[src/rtl/hps2fpga_pkg.sv]
// Shared constants and helpers for the HPS-to-FPGA write bridge.
// Readback path is controlled by the HPS2FPGA_READBACK_EN macro.
package hps2fpga_pkg;

    localparam logic [1:0] ADDR_PUSH   = 2'd0;
    localparam logic [1:0] ADDR_STATUS = 2'd1;
    localparam logic [1:0] ADDR_CTRL   = 2'd2;
    localparam logic [1:0] ADDR_SHADOW = 2'd3;

    localparam int STAT_EMPTY       = 8;
    localparam int STAT_FULL        = 9;
    localparam int STAT_PUSHCNT_LSB = 16;
    localparam int CTRL_FLUSH_BIT   = 0;

    typedef struct packed {
        logic push;
        logic pop;
        logic flush;
    } fifo_ctl_t;

    // Bytes with byteenable set come from the bus, the rest from the previous word.
    function automatic logic [31:0] byte_merge(
        input logic [31:0] wdata,
        input logic [31:0] prev,
        input logic [3:0]  be
    );
        logic [31:0] res;
        res = prev;
        for (int i = 0; i < 4; i++) begin
            if (be[i]) begin
                res[8*i +: 8] = wdata[8*i +: 8];
            end else begin
                res[8*i +: 8] = prev[8*i +: 8];
            end
        end
        return res;
    endfunction

    function automatic logic [31:0] status_word(
        input logic [7:0]  cnt,
        input logic        empty,
        input logic        full,
        input logic [15:0] pushcnt
    );
        logic [31:0] s;
        s                                = 32'h0000_0000;
        s[7:0]                           = cnt;
        s[STAT_EMPTY]                    = empty;
        s[STAT_FULL]                     = full;
        s[STAT_PUSHCNT_LSB +: 16]        = pushcnt;
        return s;
    endfunction

endpackage

[src/rtl/hps2fpga_fifo.sv]
// Synchronous FIFO with registered storage; head word is mem[rd_ptr], no fall-through.
// Flush clears pointers and count and takes priority over push/pop.
module hps2fpga_fifo #(
    parameter  int DEPTH = 8,
    parameter  int WIDTH = 32,
    localparam int AW    = $clog2(DEPTH),
    localparam int CW    = AW + 1
) (
    input  logic             clock,
    input  logic             reset_n,
    input  logic             push_i,
    input  logic             pop_i,
    input  logic             flush_i,
    input  logic [WIDTH-1:0] wdata_i,
    output logic [WIDTH-1:0] head_o,
    output logic [CW-1:0]    count_o,
    output logic             full_o,
    output logic             empty_o
);

    logic [WIDTH-1:0] mem_q [DEPTH];
    logic [AW-1:0]    wr_ptr_q, wr_ptr_d;
    logic [AW-1:0]    rd_ptr_q, rd_ptr_d;
    logic [CW-1:0]    count_q, count_d;
    logic             do_push_s;
    logic             do_pop_s;

    assign full_o    = (count_q == CW'(DEPTH));
    assign empty_o   = (count_q == {CW{1'b0}});
    assign do_push_s = push_i && !full_o && !flush_i;
    assign do_pop_s  = pop_i && !empty_o && !flush_i;
    assign count_o   = count_q;
    assign head_o    = mem_q[rd_ptr_q];

    // Next-state for pointers and fill count.
    always_comb begin
        wr_ptr_d = wr_ptr_q;
        rd_ptr_d = rd_ptr_q;
        count_d  = count_q;
        if (flush_i) begin
            wr_ptr_d = {AW{1'b0}};
            rd_ptr_d = {AW{1'b0}};
            count_d  = {CW{1'b0}};
        end else begin
            if (do_push_s) begin
                wr_ptr_d = wr_ptr_q + AW'(1);
            end else begin
                wr_ptr_d = wr_ptr_q;
            end
            if (do_pop_s) begin
                rd_ptr_d = rd_ptr_q + AW'(1);
            end else begin
                rd_ptr_d = rd_ptr_q;
            end
            case ({do_push_s, do_pop_s})
                2'b10:   count_d = count_q + CW'(1);
                2'b01:   count_d = count_q - CW'(1);
                default: count_d = count_q;
            endcase
        end
    end

    // Pointer and count registers.
    always_ff @(posedge clock) begin
        if (!reset_n) begin
            wr_ptr_q <= {AW{1'b0}};
            rd_ptr_q <= {AW{1'b0}};
            count_q  <= {CW{1'b0}};
        end else begin
            wr_ptr_q <= wr_ptr_d;
            rd_ptr_q <= rd_ptr_d;
            count_q  <= count_d;
        end
    end

    // Storage array; contents are intentionally not reset.
    always_ff @(posedge clock) begin
        if (do_push_s && reset_n) begin
            mem_q[wr_ptr_q] <= wdata_i;
        end
    end

endmodule

[src/rtl/hps2fpga.sv]
// Avalon-MM write bridge: HPS writes are byte-merged, queued and streamed out on Q_export.
// Define HPS2FPGA_READBACK_EN to add the status/shadow read path and push counter.
module hps2fpga
    import hps2fpga_pkg::*;
#(
    parameter int DEPTH = 8,
    parameter int WIDTH = 32
) (
    input  logic             clock,
    input  logic             reset_n,
    input  logic [1:0]       address,
    input  logic             write,
    input  logic [31:0]      writedata,
    input  logic [3:0]       byteenable,
    input  logic             read,
    output logic [31:0]      readdata,
    output logic             waitrequest,
    output logic [WIDTH-1:0] Q_export,
    output logic             q_valid,
    input  logic             q_ready
);

    localparam int CW = $clog2(DEPTH) + 1;

    fifo_ctl_t   ctl_s;
    logic [31:0] merged_s;
    logic [31:0] shadow_q, shadow_d;
    logic [CW-1:0] count_s;
    logic        full_s;
    logic        empty_s;

    assign merged_s    = byte_merge(writedata, shadow_q, byteenable);
    assign waitrequest = write && (address == ADDR_PUSH) && full_s;
    assign q_valid     = !empty_s;

    // Avalon decode into FIFO controls; a stalled push simply does not happen.
    always_comb begin
        ctl_s.push  = 1'b0;
        ctl_s.pop   = 1'b0;
        ctl_s.flush = 1'b0;
        if (write && (address == ADDR_CTRL) && writedata[CTRL_FLUSH_BIT]) begin
            ctl_s.flush = 1'b1;
        end else begin
            ctl_s.push = write && (address == ADDR_PUSH) && !full_s;
            ctl_s.pop  = !empty_s && q_ready;
        end
    end

    // Shadow tracks the last accepted (merged) word.
    always_comb begin
        if (ctl_s.push) begin
            shadow_d = merged_s;
        end else begin
            shadow_d = shadow_q;
        end
    end

    // Shadow register.
    always_ff @(posedge clock) begin
        if (!reset_n) begin
            shadow_q <= 32'h0000_0000;
        end else begin
            shadow_q <= shadow_d;
        end
    end

    hps2fpga_fifo #(
        .DEPTH (DEPTH),
        .WIDTH (WIDTH)
    ) u_fifo (
        .clock   (clock),
        .reset_n (reset_n),
        .push_i  (ctl_s.push),
        .pop_i   (ctl_s.pop),
        .flush_i (ctl_s.flush),
        .wdata_i (merged_s),
        .head_o  (Q_export),
        .count_o (count_s),
        .full_o  (full_s),
        .empty_o (empty_s)
    );

`ifdef HPS2FPGA_READBACK_EN
    logic [15:0] pushcnt_q, pushcnt_d;
    logic [31:0] readdata_q, readdata_d;

    // Accepted-push counter, wraps at 65536 and survives a flush.
    always_comb begin
        if (ctl_s.push) begin
            pushcnt_d = pushcnt_q + 16'd1;
        end else begin
            pushcnt_d = pushcnt_q;
        end
    end

    // Read mux, sampled with the pre-edge state; held between reads.
    always_comb begin
        readdata_d = readdata_q;
        if (read) begin
            case (address)
                ADDR_STATUS: readdata_d = status_word(8'(count_s), empty_s, full_s, pushcnt_q);
                ADDR_SHADOW: readdata_d = shadow_q;
                default:     readdata_d = 32'h0000_0000;
            endcase
        end else begin
            readdata_d = readdata_q;
        end
    end

    // Readback registers.
    always_ff @(posedge clock) begin
        if (!reset_n) begin
            pushcnt_q  <= 16'd0;
            readdata_q <= 32'h0000_0000;
        end else begin
            pushcnt_q  <= pushcnt_d;
            readdata_q <= readdata_d;
        end
    end

    assign readdata = readdata_q;
`else
    logic unused_rb_s;
    assign unused_rb_s = ^{read, count_s};
    assign readdata    = 32'h0000_0000;
`endif

endmodule
[config.mk]
export PLATFORM = sky130hd
export DESIGN_NAME = hps2fpga
export DESIGN_NICKNAME = d
export VERILOG_FILES = /design/src/rtl/hps2fpga_pkg.sv /design/src/rtl/hps2fpga_fifo.sv /design/src/rtl/hps2fpga.sv
export SDC_FILE = /design/constraint.sdc
export NUM_CORES = 1
export LEC_CHECK = 0
export CAP_MARGIN = 20
export CELL_PAD_IN_SITES_DETAIL_PLACEMENT = 1
export CELL_PAD_IN_SITES_GLOBAL_PLACEMENT = 2
export CORE_MARGIN = 2
export CORE_UTILIZATION = 47
export DETAILED_ROUTE_END_ITERATION = 10
export PLACE_DENSITY_LB_ADDON = 0.1
export RECOVER_POWER = 100
export SLEW_MARGIN = 15
export SYNTH_ARGS = -nofsm -noshare
export SYNTH_HDL_FRONTEND = slang
export SYNTH_HIERARCHICAL = 1
export SYNTH_SLANG_ARGS = --single-unit
[constraint.sdc]
create_clock -name clock -period 10.6 [get_ports clock]
set_clock_uncertainty 0.1 [all_clocks]
set_input_delay 1.06 -clock clock [delete_from_list [all_inputs] [get_ports clock]]
set_output_delay 1.06 -clock clock [all_outputs]
set_load 0.02 [all_outputs]
==> run_results.csv <==
group,metric,value,unit
outcome,status,"finished, violations left",
outcome,violations,"max-capacitance violations, max-slew violations",
die,num_rows,58,
hold_path,hp-class,"reg -> reg",
placed_design,dp_cells,1014,
sta,fin_crit_sh,66.8,%
critical_path,path_cells,"dlygate4sd3_1 -> nor4b_4 -> clkbuf_1 -> or3b_1 -> or2_0 -> nor2_1 -> clkbuf_1",
layout,post_route_cells_drive_above_1_share,19.8,%
detailed_routing,vias_per_cell,5.42,
yosys,syn_inst,625,
global_route,met2_usage,32.4,%
sta,final-max-slew-violation-count,258,
die,start_util,48.1,%
die,die_w,165,um
yosys,ys_async_sr_fraction,0,%
clocking,postCtsSetupRepairBufs,0,
yosys,synth_top_area_cell,"edfxtp_1",
yosys,synth_edf_count,256,
detailed_routing,wl_per_cell,22.1,um
yosys,synth_seq_cells,301,
sta,setup_tns,0,ns
critical_path,crit_path_end_kind,"flip-flop",
global_route,grt_busiest_layer,"met2",
critical_path,cpPeakStageDelay,1.99,ns
placed_design,placed_area,13200,um2
sta,setup_violations,0,
critical_path,critPathLaunchType,"primary input",
layout,fin_util,55.4,%
global_route,grt_pass1_wl,37000,um
sta,max_slew_margin,-182,%
layout,fin_area,14000,um2
power_and_ir_drop,power_leakage,4.51,nW
die,fp.dieArea,27200,um2
layout,fin_cells,1071,
yosys,synth_area_leaders,"edfxtp_1 63%, mux4_2 12%, dfxtp_1 7.4%",
sta,min_period,7.08,ns
layout,area_delta_synth_final,15.4,%
yosys,yosysMostFrequentCell,"edfxtp_1",
yosys,syn_area,12200,um2
clocking,cts_max_path_buffers,3,
critical_path,cp_slowest_cell,"clkbuf_1",
detailed_routing,remaining_drc_errors,0,
yosys,yosys_warnings,6,
sta,clock.fmax,141,MHz
clocking,cts_made_buffers,31,
global_route,antenna_found_initial,0,
clocking,ctsHoldBuffers,0,
global_route,track_usage,18.2,%
layout,antenna_cells,0,
yosys,seq_area_frac_synth,70.6,%
power_and_ir_drop,cellPowerDensity,171,nW/um2
detailed_routing,finalWirelength,23700,um
clocking,cts_resized,0,
global_route,grt_max_degree,65,
yosys,synth_commonest_cells,"256 x edfxtp_1, 64 x mux2_2, 64 x mux4_2",
run,max_cap_violations,9,
sta,worst_slack,3.52,ns
critical_path,crit_fanout,33,
yosys,synth_area_per_cell,19.5,um2
yosys,synth_top_area_share,63.2,%
detailed_routing,drtAntennaViolNets,0,
placed_design,routabilityCongestion,0.689,
detailed_routing,initialDrtViolationCount,334,
power_and_ir_drop,fin_total_pwr,2.40,mW
clocking,cts_htree_levels,1,
sta,tightest_slew,4.23,ns
critical_path,cpMostUsedCell,"clkbuf_1",
critical_path,cp.arrival,7.11,ns
clocking,insertion_delay,0.54,ns
placed_design,place.port_buffers,75,
detailed_routing,drt_pass1_iterations,4,
sta,hold_slack,0.393,ns
clocking,root_buffer,"clkbuf_16",
critical_path,critPathKind,"in -> reg",
die,core_area,25300,um2
sta,hold_viol,0,
clocking,clk_pin_slew,0.06,ns
placed_design,dp_slack,5.44,ns
detailed_routing,vias,5808,
yosys,ys_types,40,
die,io_pins,109,
global_route,grt_use_met1,24.3,%
clocking,clock-sinks,301,
placed_design,hpwl,13600,um
die,die_h,165,um
global_route,grt_overflow,0,
global_route,grt_pass1_vias,6410,
critical_path,worstPathRequired,10.63,ns
global_route,use_met3,2.11,%
power_and_ir_drop,ir_worst_vdd,0.0977,mV
clocking,cts_tree,"done",
layout,nets,766,
yosys,synth_flop_cell,"edfxtp_1",
sta,rsz0062_at_grt,"false",
[critical path, delay by kind of cell]
| family | cells | cell delay, ns |
|---|---|---|
| and+or+nand+nor | 4 | 2.22 |
| buffers and inverters | 3 | 3.80 |
[report_power, final]
| group | switching [mW] | leakage [nW] | internal, mW |
|---|---|---|---|
| clock | 0.414 | 0.469 | 0.598 |
| combinational | 0.0530 | 1.33 | 0.0371 |
| sequential | 0.00344 | 2.70 | 1.29 |
[area by class of cell]
cell class,count,area (um2)
Clock buffer,44,845
Clock inverter,13,109
Fill cell,2267,11300
Inverter,7,26.3
Multi-Input combinational cell,284,3240
Sequential cell,301,8590
Tap cell,330,413
Timing Repair Buffer,92,821
[cells by family after synthesis]
logic type,count (synthesis),share of synthesized area [%]
flip-flops,301,70.6
multiplexers,162,20.6
adder cells (fa/ha/maj),6,0.678
AND/OR/NAND/NOR,72,3.66
XOR/XNOR,5,0.360
buffers and inverters,71,3.81
AO/OA/AOI/OAI,7,0.349
other,1,0.0308
[state kept, by name, summed over array words and instances (netlist names), named ones only]
| signal | count |
|---|---|
| shadow_q | 32 |
| u_fifo/rd_ptr_q | 3 |
| u_fifo/count_o | 4 |
| u_fifo/mem_q | 256 |
| u_fifo/wr_ptr_q | 3 |
[worst paths after layout]
kind,cells past startpoint,from,end,slack (ns)
worst min-delay path,2,u_fifo/count_o[3],u_fifo/count_o[3],0.39
worst min register to register,2,u_fifo/count_o[3],u_fifo/count_o[3],0.39
worst max register to register,7,u_fifo/count_o[1],u_fifo/mem_q[7][31],4.14
worst max-delay path,7,address[0],u_fifo/mem_q[7][31],3.52
[metal layers]
layer | share of wire, % | vias up
met4 | 1.4 | 0
met2 | 52 | 118
met5 | 0 | -
met3 | 3.5 | 29
li1 | - | 2593
met1 | 44 | 3068
[placed cells by master (no fill, tap or decap), types with 2 or more instances in the layout]
cell type	count
clkbuf_8	2
nor4_1	3
clkbuf_16	31
nand2_1	4
conb_1	32
clkinv_1	5
clkinv_2	6
edfxtp_1	256
mux4_2	64
ha_1	5
and4b_1	2
nand3_1	2
bufinv_16	2
xor2_1	3
mux2_1	32
nor3_1	4
nor2_1	14
dfxtp_2	2
mux2_2	32
dfxtp_1	42
mux2i_1	34
dlygate4sd3_1	38
xnor2_1	2
a21oi_1	3
nor3b_1	2
nor2b_1	32
clkdlybuf4s50_1	36
clkbuf_1	25
inv_1	7
buf_4	3
(Power assumes the default switching activity.)
